## src/rtl/mem_write_pkg.sv

```systemverilog
// rtl/mem_write_pkg.sv - shared types and command constants for the memory write scheduler
// Contents:
//   state_t       scheduler FSM states
//   IDLE_ADDR     address driven on the memory port whenever no write is in progress
//   BTN_ADDR      address targeted by every button command
//   BTN_DATA      per-button write data (btn[0], btn[1], btn[2])
//   SRC_BTN/SYS   encoding of the write source reported on last_src
//   btn_cmd_data  write data for a one-hot selected button
package mem_write_pkg;

    typedef enum logic [1:0] {
        S_IDLE,
        S_WRITE,
        S_GAP
    } state_t;

    localparam int   IDLE_ADDR    = 15;
    localparam int   BTN_ADDR     = 1;
    localparam int   BTN_DATA [3] = '{1, 2, 0};
    localparam logic SRC_BTN      = 1'b0;
    localparam logic SRC_SYS      = 1'b1;

    function automatic int btn_cmd_data(input logic [2:0] sel);
        if (sel[0]) return BTN_DATA[0];
        if (sel[1]) return BTN_DATA[1];
        return BTN_DATA[2];
    endfunction

endpackage

```

## src/rtl/btn_debounce.sv

```systemverilog
// rtl/btn_debounce.sv - synchronizer and debouncer for one active-low button
// Ports:
//   clk    in   system clock
//   rst    in   asynchronous reset, active-high
//   btn_n  in   raw button, active-low, asynchronous to clk
//   press  out  one-cycle pulse when the debounced level goes from released to pressed
module btn_debounce #(
    parameter int DEBOUNCE_CYC = 500000
) (
    input  logic clk,
    input  logic rst,
    input  logic btn_n,
    output logic press
);

    localparam int CNT_W = $clog2(DEBOUNCE_CYC + 1);

    logic             sync1;
    logic             sync2;
    logic             level;
    logic [CNT_W-1:0] cnt;
    logic             flip;

    // cnt counts consecutive samples that disagree with the debounced level;
    // the level follows once DEBOUNCE_CYC such samples have been seen in a row.
    assign flip  = (sync2 != level) && (cnt == CNT_W'(DEBOUNCE_CYC - 1));
    assign press = flip && !sync2;

    always_ff @(posedge clk or posedge rst) begin
        if (rst) begin
            sync1 <= 1'b1;
            sync2 <= 1'b1;
            level <= 1'b1;
            cnt   <= '0;
        end else begin
            sync1 <= btn_n;
            sync2 <= sync1;
            if (sync2 == level) begin
                cnt <= '0;
            end else if (flip) begin
                level <= sync2;
                cnt   <= '0;
            end else begin
                cnt <= cnt + 1'b1;
            end
        end
    end

endmodule

```

## src/rtl/mem_write_sched.sv

```systemverilog
// rtl/mem_write_sched.sv - arbitrates button commands and system writes onto one memory write port
// Ports:
//   clk, rst             system clock, asynchronous active-high reset
//   btn[2:0]             raw active-low buttons
//   sys_req/addr/data    system write request, held until sys_gnt
//   sys_gnt              one-cycle grant, coincident with the system write strobe
//   mem_we/addr/wdata    memory write port, one strobe per accepted command
//   busy                 high while a write or its trailing bubble is in progress
//   last_src             source of the most recent write (0 button, 1 system)
module mem_write_sched
    import mem_write_pkg::*;
#(
    parameter int ADDR_W       = 32,
    parameter int DATA_W       = 32,
    parameter int DEBOUNCE_CYC = 500000
) (
    input  logic              clk,
    input  logic              rst,
    input  logic [2:0]        btn,
    input  logic              sys_req,
    input  logic [ADDR_W-1:0] sys_addr,
    input  logic [DATA_W-1:0] sys_data,
    output logic              sys_gnt,
    output logic              mem_we,
    output logic [ADDR_W-1:0] mem_addr,
    output logic [DATA_W-1:0] mem_wdata,
    output logic              busy,
    output logic              last_src
);

    state_t            state;
    state_t            state_nx;
    logic [2:0]        press;
    logic [2:0]        pend;
    logic [2:0]        pend_sel;
    logic [2:0]        pend_clr;
    logic              btn_any;
    logic              load;
    logic              pick_sys;
    logic [ADDR_W-1:0] addr_q;
    logic [DATA_W-1:0] wdata_q;

    for (genvar i = 0; i < 3; i++) begin : g_db
        btn_debounce #(
            .DEBOUNCE_CYC(DEBOUNCE_CYC)
        ) u_db (
            .clk  (clk),
            .rst  (rst),
            .btn_n(btn[i]),
            .press(press[i])
        );
    end

    // Lowest-index pending button wins among buttons.
    assign btn_any  = |pend;
    assign pend_sel = pend & (~pend + 3'd1);

    always_comb begin
        state_nx = state;
        load     = 1'b0;
        pick_sys = 1'b0;
        pend_clr = '0;
        unique case (state)
            S_IDLE: begin
                if (btn_any || sys_req) begin
                    load     = 1'b1;
                    state_nx = S_WRITE;
                    // Contested: serve whichever source did not write last.
                    pick_sys = sys_req && (!btn_any || (last_src == SRC_BTN));
                    if (!pick_sys) begin
                        pend_clr = pend_sel;
                    end
                end
            end
            S_WRITE: state_nx = S_GAP;
            S_GAP:   state_nx = S_IDLE;
            default: state_nx = S_IDLE;
        endcase
    end

    always_ff @(posedge clk or posedge rst) begin
        if (rst) begin
            state    <= S_IDLE;
            pend     <= '0;
            addr_q   <= ADDR_W'(IDLE_ADDR);
            wdata_q  <= '0;
            last_src <= SRC_SYS;
        end else begin
            state <= state_nx;
            // A press on an already pending button is dropped; a served bit clears.
            pend  <= (pend & ~pend_clr) | (press & ~pend);
            if (load) begin
                last_src <= pick_sys;
                addr_q   <= pick_sys ? sys_addr : ADDR_W'(BTN_ADDR);
                wdata_q  <= pick_sys ? sys_data : DATA_W'(btn_cmd_data(pend_sel));
            end
        end
    end

    // last_src is loaded with the chosen source as WRITE is entered, so during
    // WRITE it also identifies the current write.
    assign mem_we    = (state == S_WRITE);
    assign sys_gnt   = mem_we && (last_src == SRC_SYS);
    assign mem_addr  = mem_we ? addr_q : ADDR_W'(IDLE_ADDR);
    assign mem_wdata = wdata_q;
    assign busy      = (state != S_IDLE);

endmodule

```

## config.mk

```make
export PLATFORM = sky130hd
export DESIGN_NAME = mem_write_sched
export DESIGN_NICKNAME = d
export VERILOG_FILES = /design/src/rtl/mem_write_pkg.sv /design/src/rtl/btn_debounce.sv /design/src/rtl/mem_write_sched.sv
export SDC_FILE = /design/constraint.sdc
export NUM_CORES = 1
export LEC_CHECK = 0
export CELL_PAD_IN_SITES_DETAIL_PLACEMENT = 2
export CELL_PAD_IN_SITES_GLOBAL_PLACEMENT = 2
export CORE_MARGIN = 2
export CORE_UTILIZATION = 35
export CTS_BUF_LIST = sky130_fd_sc_hd__clkbuf_8
export DETAILED_ROUTE_END_ITERATION = 7
export PLACE_DENSITY_LB_ADDON = 0.1
export SLEW_MARGIN = 5
export SYNTH_ARGS = -nofsm -noshare
export SYNTH_HDL_FRONTEND = slang
export SYNTH_SLANG_ARGS = --single-unit
```

## constraint.sdc

```tcl
create_clock -name clk -period 12.5 [get_ports clk]
set_input_delay 2.5 -clock clk [delete_from_list [all_inputs] [get_ports clk]]
set_output_delay 2.5 -clock clk [all_outputs]
set_load 0.03 [all_outputs]
```

==> qor.log <==
qor: run_status.outcome complete, no violations
qor: routing.route.detailed.drc 0
qor: pwr.power_density 153 mW/mm²
qor: sta.final_period_minus_worst_setup_slack 5.20 ns
qor: final_layout.multiInputGateArea 0.00238 mm²
qor: worst_setup_path.cell_with_the_biggest_individual_delay_on_the_critical_path nor2b_2
qor: clock_network.worstSkewPairLatency 0.45 ns
qor: sta.sum_of_negative_setup_slack 0 ns
qor: sta.rsz0062_at_grt false
qor: clock_network.numCtsBuffers 17
qor: worst_setup_path.crit_path_end_kind output port
qor: final_layout.final-seq-area 0.00342 mm²
qor: routing.ant_nets 0
qor: final_layout.layout.nets 734
qor: logic_synthesis.synth-adder-area-share 0.635%
qor: pwr.power.internal 853 µW
qor: sta.setup_viol_count_final 0
qor: sta.slew_headroom 25.0%
qor: sta.fin_skew 0.00990 ns
qor: placement.gp_congestion 0.792
qor: die.design.core.area 0.0165 mm²
qor: clock_network.buffers_from_clock_root_to_sink_at_most 2
qor: pwr.power.switching_fraction 30.0%
qor: clock_network.clkSlewWorstSetupHoldPaths 0.07 ns
qor: final_layout.drive_above_1_share 9.35%
qor: sta.period_share 41.6%
qor: logic_synthesis.synth_area_leaders dfrtp_1 (52%), a22o_1 (9.0%), dfstp_2 (6.2%)
qor: die.die-width 134 µm
qor: pwr.power_spent_charging_and_discharging_nets 365 µW
qor: clock_network.tritoncts yes
qor: logic_synthesis.syn_inst 523
qor: pwr.p_clk_share 32.8%
qor: die.die_h 134 µm
qor: logic_synthesis.synth.lib_cells_used.distinct 50
qor: logic_synthesis.seq_area_frac_synth 57.9%
qor: flow_run.max_cap_viol_count 0
qor: worst_setup_path.worstPathCellList nor2b_2 > and2_1 > clkdlybuf4s50_1
qor: pwr.pwr-share-comb 23.3%
qor: global_route.globalRoute.totalOverflow 0
qor: routing.dr.first_iter.drc_count 162
qor: pwr.p_leak 3.29 nW
qor: placement.dp_cells 862
qor: worst_setup_path.worst_path_bufs_invs 1
qor: clock_network.post_cts_buffers 0
qor: clock_network.post_cts_sizing_count 0
qor: logic_synthesis.muxShareOfSynthArea 0.805%
qor: global_route.groute.usage.overall 20.9%
qor: logic_synthesis.synthArstFlopShare 100%
qor: placement.numPortBuffers 137
qor: worst_setup_path.critical_path_peak_fanout 34
qor: logic_synthesis.synth-xor-area-share 6.67%
qor: logic_synthesis.ys.warnings.count 0
qor: final_layout.stdcell_area 0.00796 mm²
qor: clock_network.ctsHoldBuffers 0
qor: placement.place.detailed.hpwl 12500 µm
qor: clock_network.clk_root_buffer_cell clkbuf_8
qor: die.rows 47
qor: logic_synthesis.number_of_synthesized_flops_with_an_enable_pin 0
qor: global_route.grt_max_degree 76
qor: logic_synthesis.synth_ff_type dfrtp_1
qor: logic_synthesis.compound_cell_area_share_of_the_yosys_netlist 13.0%
qor: final_layout.filler_cell_count 1677
qor: sta.timing.final.max_slew_violations 0
qor: die.area_enclosed_by_the_die_boundary 0.0179 mm²
qor: worst_setup_path.cp_data_required_time 10.00 ns
qor: clock_network.htreeDepth 4
qor: logic_synthesis.ys_ff_latch 136
qor: routing.drt_pass1_iterations 4
qor: routing.totalWireLength 17900 µm
qor: logic_synthesis.synth_top_cell_by_area dfrtp_1
qor: routing.via_count 4664
qor: global_route.globalRouteMet3Util 4.72%
qor: sta.finalWorstSetupSlack 7.30 ns
qor: global_route.grt_antenna_before_repair 1
qor: global_route.global_route.usage.met2 36.2%
qor: worst_setup_path.worst-endpoint-arrival 2.70 ns
qor: sta.fmax 192 MHz
qor: global_route.grt_use_met1 25.2%
qor: logic_synthesis.postSynthNetCount 596
qor: routing.drt-wirelength-per-cell 20.0 µm
qor: sta.transition_time_at_the_pin_with_the_least_slew_margin 1.12 ns
qor: die.ios 138
qor: hold_path.worst_hold_path_type reg -> reg
qor: pwr.vdd_ir_drop_max 62.7 µV
qor: placement.pre_cts_ws 7.74 ns
qor: final_layout.stdcell_count 895
qor: placement.postPlaceCellArea 0.00752 mm²
qor: logic_synthesis.synth_simple_gate_area_share 18.8%
qor: logic_synthesis.post_synth_design_cell_area 0.00591 mm²
qor: worst_setup_path.critPathLaunchType flip-flop
qor: logic_synthesis.post_synth_top_area_share 51.7%
qor: routing.routed_via_density 5.21
qor: worst_setup_path.crit_path_max_incr_delay 0.87 ns
qor: global_route.globalRoute.busiestLayer met2
qor: worst_setup_path.worst-setup-path-type reg -> out
qor: die.initial_core_util 35.8%
qor: global_route.grt_pass1_wl 29000 µm
qor: global_route.vias_in_the_first_global_route 5164
qor: final_layout.syn_to_final_growth 34.8%
qor: sta.hold_viol 0
qor: pwr.seqPwrFrac 43.9%
qor: logic_synthesis.synth_top_family_by_area simple AND/OR/NAND/NOR gates
qor: worst_setup_path.path_delay_family simple AND/OR/NAND/NOR gates
qor: logic_synthesis.syn_area_per_cell 11.3 µm²
qor: clock_network.sinks_on_the_clock_net 136
-- registers in the layout, indices dropped and copies added, names as in the netlist --
register         count
g_db.u_db.cnt       57
g_db.u_db.level      3
addr_q              32
state                2
g_db.u_db.sync2      3
last_src             1
pend                 3
mem_wdata           32
g_db.u_db.sync1      3
-- layer usage --
layer	wire [µm]	part of all wire (%)
met2	9270	52
met5	0	0
met3	797	4.4
met4	440	2.5
met1	7420	41
-- cells by family (layout without fill, tap and decap cells) --
family                     count (synthesis)  count (layout)
buffers and inverters                     33             184
xor gates and xnor gates                  45              45
muxes                                      4               4
other                                      0               1
and+or+nand+nor                          209             209
AOI/OAI and AO/OA                         93              93
adders and majority gates                  3               3
DFF                                      136             136
-- synthesized netlist by cell type (2+ instances only) --
master	n
nor2_1	58
nand2_1	25
or4b_1	2
nand3_1	20
or3_1	6
or4_4	2
inv_1	12
ha_1	3
clkbuf_1	14
a22o_1	61
o41ai_1	2
nor3_1	11
dfrtp_1	122
o21ai_4	2
and2_1	31
nand2b_1	4
a21oi_1	9
xor2_1	11
a32o_1	2
dfstp_2	14
nor2b_1	5
nand4_1	14
or2_0	2
xnor2_1	34
o21ai_0	8
buf_1	4
o31ai_1	3
buf_4	2
or4_1	6
o22ai_1	2
nor4_1	13
-- power groups by stage --
| stage | Clock [mW] | Sequential, mW | Combinational, mW |
|---|---|---|---|
| 4_1_cts | 0.411 | 0.535 | 0.288 |
| 6_report | 0.400 | 0.534 | 0.284 |
| 5_1_grt | 0.428 | 0.541 | 0.303 |
| 3_3_place_gp | 0 | 0.539 | 0.277 |
| 2_1_floorplan | 0 | 0.580 | 0.110 |
| 3_5_place_dp | 0 | 0.543 | 0.285 |
-- cells in the final DEF (no fill, tap or decap), types with 4 or more instances in the layout --
| cell | netlist | final |
|---|---|---|
| a21oi_1 | 9 | 9 |
| clkbuf_8 | 0 | 23 |
| inv_1 | 12 | 14 |
| o21ai_0 | 8 | 8 |
| nor2b_1 | 5 | 4 |
| nor4_1 | 13 | 13 |
| or3_1 | 6 | 6 |
| and2_1 | 31 | 31 |
| xor2_1 | 11 | 11 |
| nor2_1 | 58 | 58 |
| nand4_1 | 14 | 14 |
| xnor2_1 | 34 | 34 |
| clkdlybuf4s50_1 | 0 | 137 |
| nand2_1 | 25 | 25 |
| dfstp_2 | 14 | 14 |
| nand2b_1 | 4 | 4 |
| a22o_1 | 61 | 61 |
| nand3_1 | 20 | 20 |
| dfrtp_1 | 122 | 122 |
| or4_1 | 6 | 6 |
| nor3_1 | 11 | 11 |
-- stage by stage --
| stage | utilization [%] | power (mW) | hold WS (ns) |
|---|---|---|---|
| detailed placement | 45.5 | 0.828 | 0.351 |
| finish | 48.2 | 1.22 | 0.360 |
| global route | 48.2 | 1.27 | 0.366 |
| CTS | 48.1 | 1.23 | 0.362 |
| floorplan | - | 0.690 | 0.345 |
| global placement | 45.5 | 0.816 | 0.348 |
-- worst paths after layout --
path                            slack (ns)  cells past startpoint                     startpoint                             end
worst max-delay path                  7.30                      3           state[1]$_DFFE_PP0P_                    mem_addr[12]
worst min-delay path                  0.36                      0   g_db[2].u_db.sync1$_DFF_PP1_    g_db[2].u_db.sync2$_DFF_PP1_
worst max register to register        9.95                      4  g_db[2].u_db.cnt[0]$_DFF_PP0_  g_db[2].u_db.cnt[14]$_DFF_PP0_
worst min register to register        0.36                      0   g_db[2].u_db.sync1$_DFF_PP1_    g_db[2].u_db.sync2$_DFF_PP1_
max in group asynchronous             8.60                      3                            rst       mem_wdata[14]$_DFFE_PP0P_
min in group asynchronous             2.48                      2                            rst  g_db[0].u_db.cnt[11]$_DFF_PP0_
-- area by class of cell --
class                           instances  area share (%)
Antenna cell                            1          0.0314
Clock buffer                           23            3.98
Clock inverter                          9            1.52
Inverter                               12           0.629
Multi-Input combinational cell        354            29.9
Sequential cell                       136            43.0
Tap cell                              220            3.46
Timing Repair Buffer                  140            17.5
(Power assumes the default switching activity.)
